<file path="config.mk">
export PLATFORM = sky130hd
export DESIGN_NAME = ps2_rx_ctrl
export DESIGN_NICKNAME = d
export VERILOG_FILES = /design/src/rtl/ps2_pkg.sv /design/src/rtl/ps2_sync_fifo.sv /design/src/rtl/ps2_rx_ctrl.sv
export SDC_FILE = /design/constraint.sdc
export NUM_CORES = 1
export LEC_CHECK = 0
export BUFFER_PORTS_ARGS = -buffer_cell sky130_fd_sc_hd__buf_2
export CORE_MARGIN = 10
export CORE_UTILIZATION = 56
export DETAILED_ROUTE_END_ITERATION = 10
export PLACE_DENSITY = 0.92
export SYNTH_ARGS = -nofsm -noshare
export SYNTH_HDL_FRONTEND = slang
export SYNTH_SLANG_ARGS = --single-unit
</file>
<file path="constraint.sdc">
create_clock -name clock -period 7 [get_ports clock]
set_input_delay 0 -clock clock [delete_from_list [all_inputs] [get_ports clock]]
set_output_delay 0 -clock clock [all_outputs]
set_load 0.01 [all_outputs]
</file>
<file path="src/rtl/ps2_pkg.sv">
// ps2_pkg: shared types and constants for the PS/2 receive controller.
// Holds the FSM state encoding, APB register offsets, STATUS bit layout and frame geometry.
package ps2_pkg;

    typedef enum logic [1:0] {
        ST_IDLE   = 2'd0,
        ST_DATA   = 2'd1,
        ST_PARITY = 2'd2,
        ST_STOP   = 2'd3
    } ps2_state_e;

    localparam logic [3:0] OFF_DATA   = 4'h0;
    localparam logic [3:0] OFF_STATUS = 4'h4;

    localparam int ST_OVF_BIT   = 0;
    localparam int ST_FERR_BIT  = 1;
    localparam int ST_PERR_BIT  = 2;
    localparam int ST_COUNT_LSB = 8;

    // start + 8 data + parity + stop
    localparam int FRAME_BITS = 11;
    localparam int DATA_BITS  = 8;
    localparam int BIT_CNT_W  = $clog2(DATA_BITS);

endpackage

</file>
<file path="src/rtl/ps2_sync_fifo.sv">
// ps2_sync_fifo: single-clock FIFO with occupancy count; power-of-two DEPTH.
// A push while full is accepted only when a pop happens in the same cycle.
module ps2_sync_fifo #(
    parameter int DEPTH = 8,
    parameter int WIDTH = 8
) (
    input  logic                     clock,
    input  logic                     reset_n,
    input  logic                     push_i,
    input  logic [WIDTH-1:0]         wdata_i,
    input  logic                     pop_i,
    output logic [WIDTH-1:0]         rdata_o,
    output logic                     full_o,
    output logic                     empty_o,
    output logic [$clog2(DEPTH):0]   count_o
);
    localparam int AW = $clog2(DEPTH);

    logic [WIDTH-1:0] mem_q [DEPTH];
    logic [AW-1:0]    wr_ptr_q;
    logic [AW-1:0]    rd_ptr_q;
    logic [AW:0]      count_q;
    logic             do_push;
    logic             do_pop;

    assign full_o  = (count_q == (AW+1)'(DEPTH));
    assign empty_o = (count_q == '0);
    assign count_o = count_q;
    assign rdata_o = mem_q[rd_ptr_q];

    assign do_pop  = pop_i && !empty_o;
    assign do_push = push_i && (!full_o || do_pop);

    always_ff @(posedge clock or negedge reset_n) begin
        if (!reset_n) begin
            wr_ptr_q <= '0;
            rd_ptr_q <= '0;
            count_q  <= '0;
        end else begin
            if (do_push) wr_ptr_q <= wr_ptr_q + 1'b1;
            if (do_pop)  rd_ptr_q <= rd_ptr_q + 1'b1;
            case ({do_push, do_pop})
                2'b10:   count_q <= count_q + 1'b1;
                2'b01:   count_q <= count_q - 1'b1;
                default: count_q <= count_q;
            endcase
        end
    end

    always_ff @(posedge clock) begin
        if (do_push) mem_q[wr_ptr_q] <= wdata_i;
    end

endmodule

</file>
<file path="src/rtl/ps2_rx_ctrl.sv">
// ps2_rx_ctrl: PS/2 device-frame receiver with scancode FIFO and APB DATA/STATUS registers.
// Build option: define PS2_PARITY_CHECK_EN to drop frames failing odd parity and report PERR.
module ps2_rx_ctrl
    import ps2_pkg::*;
#(
    parameter int FIFO_DEPTH  = 8,
    parameter int SYNC_STAGES = 2,
    parameter int TIMEOUT_CYC = 50000
) (
    input  logic        clock,
    input  logic        reset_n,
    input  logic [31:0] in_paddr,
    input  logic        in_psel,
    input  logic        in_penable,
    input  logic [2:0]  in_pprot,
    input  logic        in_pwrite,
    input  logic [31:0] in_pwdata,
    input  logic [3:0]  in_pstrb,
    output logic        in_pready,
    output logic [31:0] in_prdata,
    output logic        in_pslverr,
    input  logic        ps2_clk,
    input  logic        ps2_data
);
    localparam int CW = $clog2(FIFO_DEPTH) + 1;
    localparam int TW = $clog2(TIMEOUT_CYC + 1);

    function automatic logic [7:0] sat8(input int unsigned v);
        return (v > 32'd255) ? 8'hFF : v[7:0];
    endfunction

    logic [SYNC_STAGES-1:0] clk_sync_q;
    logic [SYNC_STAGES-1:0] data_sync_q;
    logic                   fall_edge;
    logic                   data_bit;

    ps2_state_e             state_q, state_d;
    logic [BIT_CNT_W-1:0]   bit_cnt_q, bit_cnt_d;
    logic [TW-1:0]          to_cnt_q, to_cnt_d;
    logic [DATA_BITS-1:0]   shift_q, shift_d;
    logic                   push_q, push_d;
    logic                   ferr_set;

    logic                   pready_q;
    logic                   ovf_q, ferr_q;
    logic                   perr_flag;

    logic [DATA_BITS-1:0]   fifo_rdata;
    logic                   fifo_full, fifo_empty;
    logic [CW-1:0]          fifo_count;

    logic                   access, complete;
    logic                   is_data, is_status, bad_access;
    logic                   pop;
    logic                   ovf_set;
    logic [2:0]             w1c;

    // Input synchronisers: [0] is newest; idle-high reset avoids a false edge.
    always_ff @(posedge clock or negedge reset_n) begin
        if (!reset_n) begin
            clk_sync_q  <= '1;
            data_sync_q <= '1;
        end else begin
            clk_sync_q  <= {clk_sync_q[SYNC_STAGES-2:0], ps2_clk};
            data_sync_q <= {data_sync_q[SYNC_STAGES-2:0], ps2_data};
        end
    end

    assign fall_edge = clk_sync_q[SYNC_STAGES-1] & ~clk_sync_q[SYNC_STAGES-2];
    assign data_bit  = data_sync_q[SYNC_STAGES-2];

`ifdef PS2_PARITY_CHECK_EN
    logic perr_frm_q, perr_frm_d;
    logic perr_set;
    logic perr_q;
`endif

    always_comb begin
        state_d   = state_q;
        bit_cnt_d = bit_cnt_q;
        shift_d   = shift_q;
        push_d    = 1'b0;
        ferr_set  = 1'b0;
`ifdef PS2_PARITY_CHECK_EN
        perr_frm_d = perr_frm_q;
        perr_set   = 1'b0;
`endif
        to_cnt_d = (fall_edge || state_q == ST_IDLE) ? '0 : to_cnt_q + 1'b1;

        if (state_q != ST_IDLE && !fall_edge && to_cnt_q == TW'(TIMEOUT_CYC)) begin
            state_d  = ST_IDLE;
            ferr_set = 1'b1;
            to_cnt_d = '0;
        end else if (fall_edge) begin
            case (state_q)
                ST_IDLE: begin
                    if (!data_bit) begin
                        state_d   = ST_DATA;
                        bit_cnt_d = '0;
`ifdef PS2_PARITY_CHECK_EN
                        perr_frm_d = 1'b0;
`endif
                    end
                end
                ST_DATA: begin
                    shift_d   = {data_bit, shift_q[DATA_BITS-1:1]};
                    bit_cnt_d = bit_cnt_q + 1'b1;
                    if (bit_cnt_q == BIT_CNT_W'(DATA_BITS - 1)) state_d = ST_PARITY;
                end
                ST_PARITY: begin
`ifdef PS2_PARITY_CHECK_EN
                    perr_frm_d = ~(^{shift_q, data_bit});
`endif
                    state_d = ST_STOP;
                end
                default: begin
                    state_d = ST_IDLE;
                    if (!data_bit) ferr_set = 1'b1;
`ifdef PS2_PARITY_CHECK_EN
                    if (perr_frm_q) perr_set = 1'b1;
                    push_d = data_bit & ~perr_frm_q;
`else
                    push_d = data_bit;
`endif
                end
            endcase
        end
    end

    assign access     = in_psel & in_penable;
    assign complete   = access & pready_q;
    assign is_data    = (in_paddr[3:2] == OFF_DATA[3:2]);
    assign is_status  = (in_paddr[3:2] == OFF_STATUS[3:2]);
    assign bad_access = (is_data & in_pwrite) | ~(is_data | is_status);
    assign pop        = complete & ~in_pwrite & is_data & ~fifo_empty;
    assign w1c        = (complete & in_pwrite & is_status) ? in_pwdata[2:0] : 3'b000;
    assign ovf_set    = push_q & fifo_full & ~pop;

    always_ff @(posedge clock or negedge reset_n) begin
        if (!reset_n) begin
            state_q   <= ST_IDLE;
            bit_cnt_q <= '0;
            to_cnt_q  <= '0;
            push_q    <= 1'b0;
            pready_q  <= 1'b0;
            ovf_q     <= 1'b0;
            ferr_q    <= 1'b0;
        end else begin
            state_q   <= state_d;
            bit_cnt_q <= bit_cnt_d;
            to_cnt_q  <= to_cnt_d;
            push_q    <= push_d;
            pready_q  <= access & ~pready_q;
            // A flag being set wins over a simultaneous write-one-to-clear.
            ovf_q     <= ovf_set  | (ovf_q  & ~w1c[ST_OVF_BIT]);
            ferr_q    <= ferr_set | (ferr_q & ~w1c[ST_FERR_BIT]);
        end
    end

    always_ff @(posedge clock) begin
        shift_q <= shift_d;
    end

`ifdef PS2_PARITY_CHECK_EN
    always_ff @(posedge clock or negedge reset_n) begin
        if (!reset_n) begin
            perr_frm_q <= 1'b0;
            perr_q     <= 1'b0;
        end else begin
            perr_frm_q <= perr_frm_d;
            perr_q     <= perr_set | (perr_q & ~w1c[ST_PERR_BIT]);
        end
    end
    assign perr_flag = perr_q;
`else
    assign perr_flag = 1'b0;
`endif

    ps2_sync_fifo #(
        .DEPTH (FIFO_DEPTH),
        .WIDTH (DATA_BITS)
    ) u_fifo (
        .clock   (clock),
        .reset_n (reset_n),
        .push_i  (push_q),
        .wdata_i (shift_q),
        .pop_i   (pop),
        .rdata_o (fifo_rdata),
        .full_o  (fifo_full),
        .empty_o (fifo_empty),
        .count_o (fifo_count)
    );

    always_comb begin
        in_prdata = '0;
        if (complete && !in_pwrite) begin
            if (is_data && !fifo_empty) begin
                in_prdata = {23'd0, 1'b1, fifo_rdata};
            end else if (is_status) begin
                in_prdata[ST_COUNT_LSB +: 8] = sat8(32'(fifo_count));
                in_prdata[ST_PERR_BIT]       = perr_flag;
                in_prdata[ST_FERR_BIT]       = ferr_q;
                in_prdata[ST_OVF_BIT]        = ovf_q;
            end
        end
    end

    assign in_pready  = pready_q;
    assign in_pslverr = complete & bad_access;

    logic unused_ok;
    assign unused_ok = ^{in_pprot, in_pstrb, in_paddr[31:4], in_paddr[1:0],
                         in_pwdata[31:3], w1c};

endmodule

</file>
==> results.yml <==
grt:
  antenna_found_initial: 0
  grtUsageTotal: 0.143
  grt_pass1_vias: 2889
  grt_max_degree: 39
  gr-total-overflow: 0
  grt_pass1_wl_um: 14800
finish:
  area.growth.synth_to_final_pct: 8.49
  fin_nets: 482
  layout-drive-gt1-share: 0.177
  fillers: 641
  postLayoutCoreUtil: 0.619
  multi_input_area_sq_um: 1670
  regArea_sq_um: 3120
  diodes: 0
run_status:
  status: "complete, no violations"
timing:
  rsz0062_at_grt: "no"
  min_period_ns: 2.95
  slew-limit-headroom: 0.407
  setup_viol: 0
  fin_worst_skew_ns: 0.0194
  tns_ns: 0
  fmaxAchievable_mhz: 339
  final_hold_viol_count: 0
  tightestPinTransition_ns: 0.886
  min_period_over_period: 0.422
  final_max_slew_viol_count: 0
clock_tree:
  root_buffer: "clkbuf_8"
  cts.clk_slew.worst_paths_ns: 0.11
  cts_setup_buffers: 0
  cts_tree: "done"
  cts_resized: 0
  numCtsBuffers: 9
  insertion_delay_ns: 0.38
  cts_buffer_depth: 2
  htreeDepth: 3
  cts_sinks: 110
power_and_ir_drop:
  p_per_area_nw_per_um2: 256
  ir_worst_vdd_mv: 0.176
  p_leak_nw: 2.01
floorplan:
  rows: 34
  start_util: 0.570
  core_area_sq_um: 8680
  die-area_sq_um: 13000
  fp.dieW_um: 114
  ios: 112
  die_h_um: 114
logic_synthesis:
  yosysSeqAreaShare: 0.630
  synthCells: 355
  synth_area_leaders: "edfxtp_1, dfrtp_1, mux4_2"
  syn_area_sq_um: 4950
  avgSynthCellArea_sq_um: 13.9
  yosysUniqueCellTypes: 47
  yosysTopAreaCell: "edfxtp_1"
  synth_top_cell_area_share: 0.437
  ys_warn_count: 0
  ys_seq_elements: 110
routing:
  dr_total_vias: 2885
  first_iter_violations: 202
  wire_per_inst_um: 18.0
  remaining_drc_errors: 0
  wl_um: 9080
  dr.pass1.iters: 4
  ant_nets: 0
  via_per_inst: 5.72
placed_design:
  dpl.hpwl_um: 6150
  io_buffers: 24
  place.gp.congestion: 0.854
setup_path:
  crit_required_ns: 7.25
  critPathMaxStageDelay_ns: 0.49
  critPathBufInv: 1
  critPathSlowestCell: "dfrtp_1"
  crit_chain: "nor4_1 -> nor3_1 -> nand2b_1 -> inv_1 -> ha_1 -> xor2_1 -> ha_1 -> a21oi_1 -> xor2_1 -> nor2_1 -> xor2_1"
  reg2reg_slack_ns: 4.05
  crit_fanout: 8
  crit_top_cell: "xor2_1"
  worst-setup-path-type: "reg2reg"
  setup.worst_path.end_class: "flip-flop"
  cp-start-kind: "flip-flop"
  cp.arrival_ns: 3.20
  crit_family: "simple AND/OR/NAND/NOR gates"
run:
  drv_cap: 0
min_path:
  hp-class: "in2reg"
[layout make-up]
cell class | instances | area share
Inverter | 8 | 0.00559
Timing Repair Buffer | 37 | 0.0438
Clock buffer | 9 | 0.0231
Clock inverter | 7 | 0.0119
Tap cell | 108 | 0.0252
Sequential cell | 110 | 0.580
Multi-Input combinational cell | 225 | 0.310
[metal layers]
metal | track usage | vias to the layer above | wire, um
li1 | - | 1339 | -
met1 | 0.170 | 1446 | 3640
met2 | 0.251 | 88 | 4730
met3 | 0.0252 | 12 | 572
met4 | 0.0551 | 0 | 136
met5 | 0 | - | 0
[cells by family (layout without fill, tap and decap cells)]
| logic type | Yosys count | after routing | share of synthesized area |
|---|---|---|---|
| buf+inv | 39 | 61 | 0.0483 |
| xor+xnor | 20 | 20 | 0.0354 |
| fa+ha+maj | 13 | 13 | 0.0329 |
| mux | 28 | 28 | 0.0928 |
| simple gates | 117 | 117 | 0.123 |
| compound gates | 27 | 27 | 0.0372 |
| other cells | 1 | 20 | 0.000758 |
| flops | 110 | 110 | 0.630 |
[worst paths after layout]
path | from | end | cells after the start
hold reg to reg | clk_sync_q[0]$_DFF_PN1_ | clk_sync_q[1]$_DFF_PN1_ | 0
setup reg to reg | u_fifo.count_o[1]$_DFFE_PN0P_ | u_fifo.count_o[2]$_DFFE_PN0P_ | 11
hold / removal | in_pwdata[0] | ovf_q$_DFF_PN0_ | 4
max in group asynchronous | reset_n | to_cnt_q[1]$_DFF_PN0_ | 2
setup / recovery | u_fifo.count_o[1]$_DFFE_PN0P_ | u_fifo.count_o[2]$_DFFE_PN0P_ | 11
min in group asynchronous | reset_n | to_cnt_q[10]$_DFF_PN0_ | 2
[synth_stat cells (all sizes together)]
library cell	number
mux2	3
inv	8
clkbuf	2
xnor2	10
nand4	8
nand4b	2
a41oi	1
a21oi	9
o21bai	1
o2bb2ai	1
conb	1
o311ai	1
nand2	22
and3	5
or4	3
a22o	2
and2	4
o21ai	6
nand3	12
nand2b	7
and4	1
dfstp	3
nor4b	1
nor2b	5
mux4	14
o31ai	1
ha	13
buf	29
edfxtp	72
a211o	2
nor4	5
xor2	10
and4b	1
nand3b	1
or2	1
o2111ai	2
dfrtp	35
nor3b	1
nor2	29
mux2i	11
nor3	9
o21a	1
[power by group]
| part | total [mW] | switching, mW | internal [mW] | leakage, nW |
|---|---|---|---|---|
| Sequential | 0.801 | 0.0594 | 0.741 | 1.15 |
| Combinational | 0.212 | 0.117 | 0.0951 | 0.776 |
| Clock | 0.361 | 0.223 | 0.138 | 0.0908 |
[placed cells by master, fill, tap and decap left out, types with 2 or more instances in the layout]
cell type	synthesis	layout
a211o_1	2	2
a21oi_1	9	9
a22o_1	2	2
and2_1	4	4
and3_1	5	5
buf_2	4	24
buf_4	23	6
clkbuf_8	0	9
clkinvlp_4	0	2
conb_1	1	20
dfrtp_1	35	35
dfstp_2	3	3
dlygate4sd3_1	0	7
edfxtp_1	72	72
ha_1	13	13
inv_1	8	8
inv_8	0	4
mux2_2	3	3
mux2i_1	11	11
mux4_2	14	14
nand2_1	21	21
nand2b_1	7	7
nand3_1	11	11
nand4_1	8	8
nand4b_1	2	2
nor2_1	29	29
nor2b_1	5	5
nor3_1	9	9
nor4_1	5	5
o2111ai_1	2	2
o21ai_0	6	6
or4_1	3	3
xnor2_1	10	10
xor2_1	10	10
[worst min-delay path: stages]
cell and delay, ns:
buf_2 0.10, nand4_1 0.12, nand2_1 0.07, o21ai_0 0.06
[metrics by stage]
stage / hold slack (ns) / power, mW / setup slack (ns) / cell area (sq um) / std cells
4_1_cts: 0.00905 / 1.38 / 4.12 / 5370 / 504
6_report: 0.0256 / 1.37 / 4.05 / 5370 / 504
5_1_grt: 0.0466 / 1.44 / 3.96 / 5370 / 504
2_1_floorplan: -0.296 / 0.975 / 4.64 / 5020 / 374
3_3_place_gp: 0.106 / 0.998 / 4.32 / 5110 / 481
3_5_place_dp: 0.108 / 1.02 / 4.14 / 5110 / 481
[state kept, by name (all words and copies together), names as in the netlist]
signal	flops
u_fifo.mem_q	64
u_fifo.count_o	4
data_sync_q	1
u_fifo.wr_ptr_q	3
push_q	1
to_cnt_q	16
bit_cnt_q	3
state_q	2
u_fifo.rd_ptr_q	3
shift_q	8
ferr_q	1
ovf_q	1
clk_sync_q	2
in_pready	1
[timing repair]
action                                 4_1_cts  5_1_grt
endpoints found under the hold margin       39        0
hold buffers                                 7        0
setup endpoints to repair                    0        0
No activity file was read; power rests on OpenSTA's default activity.
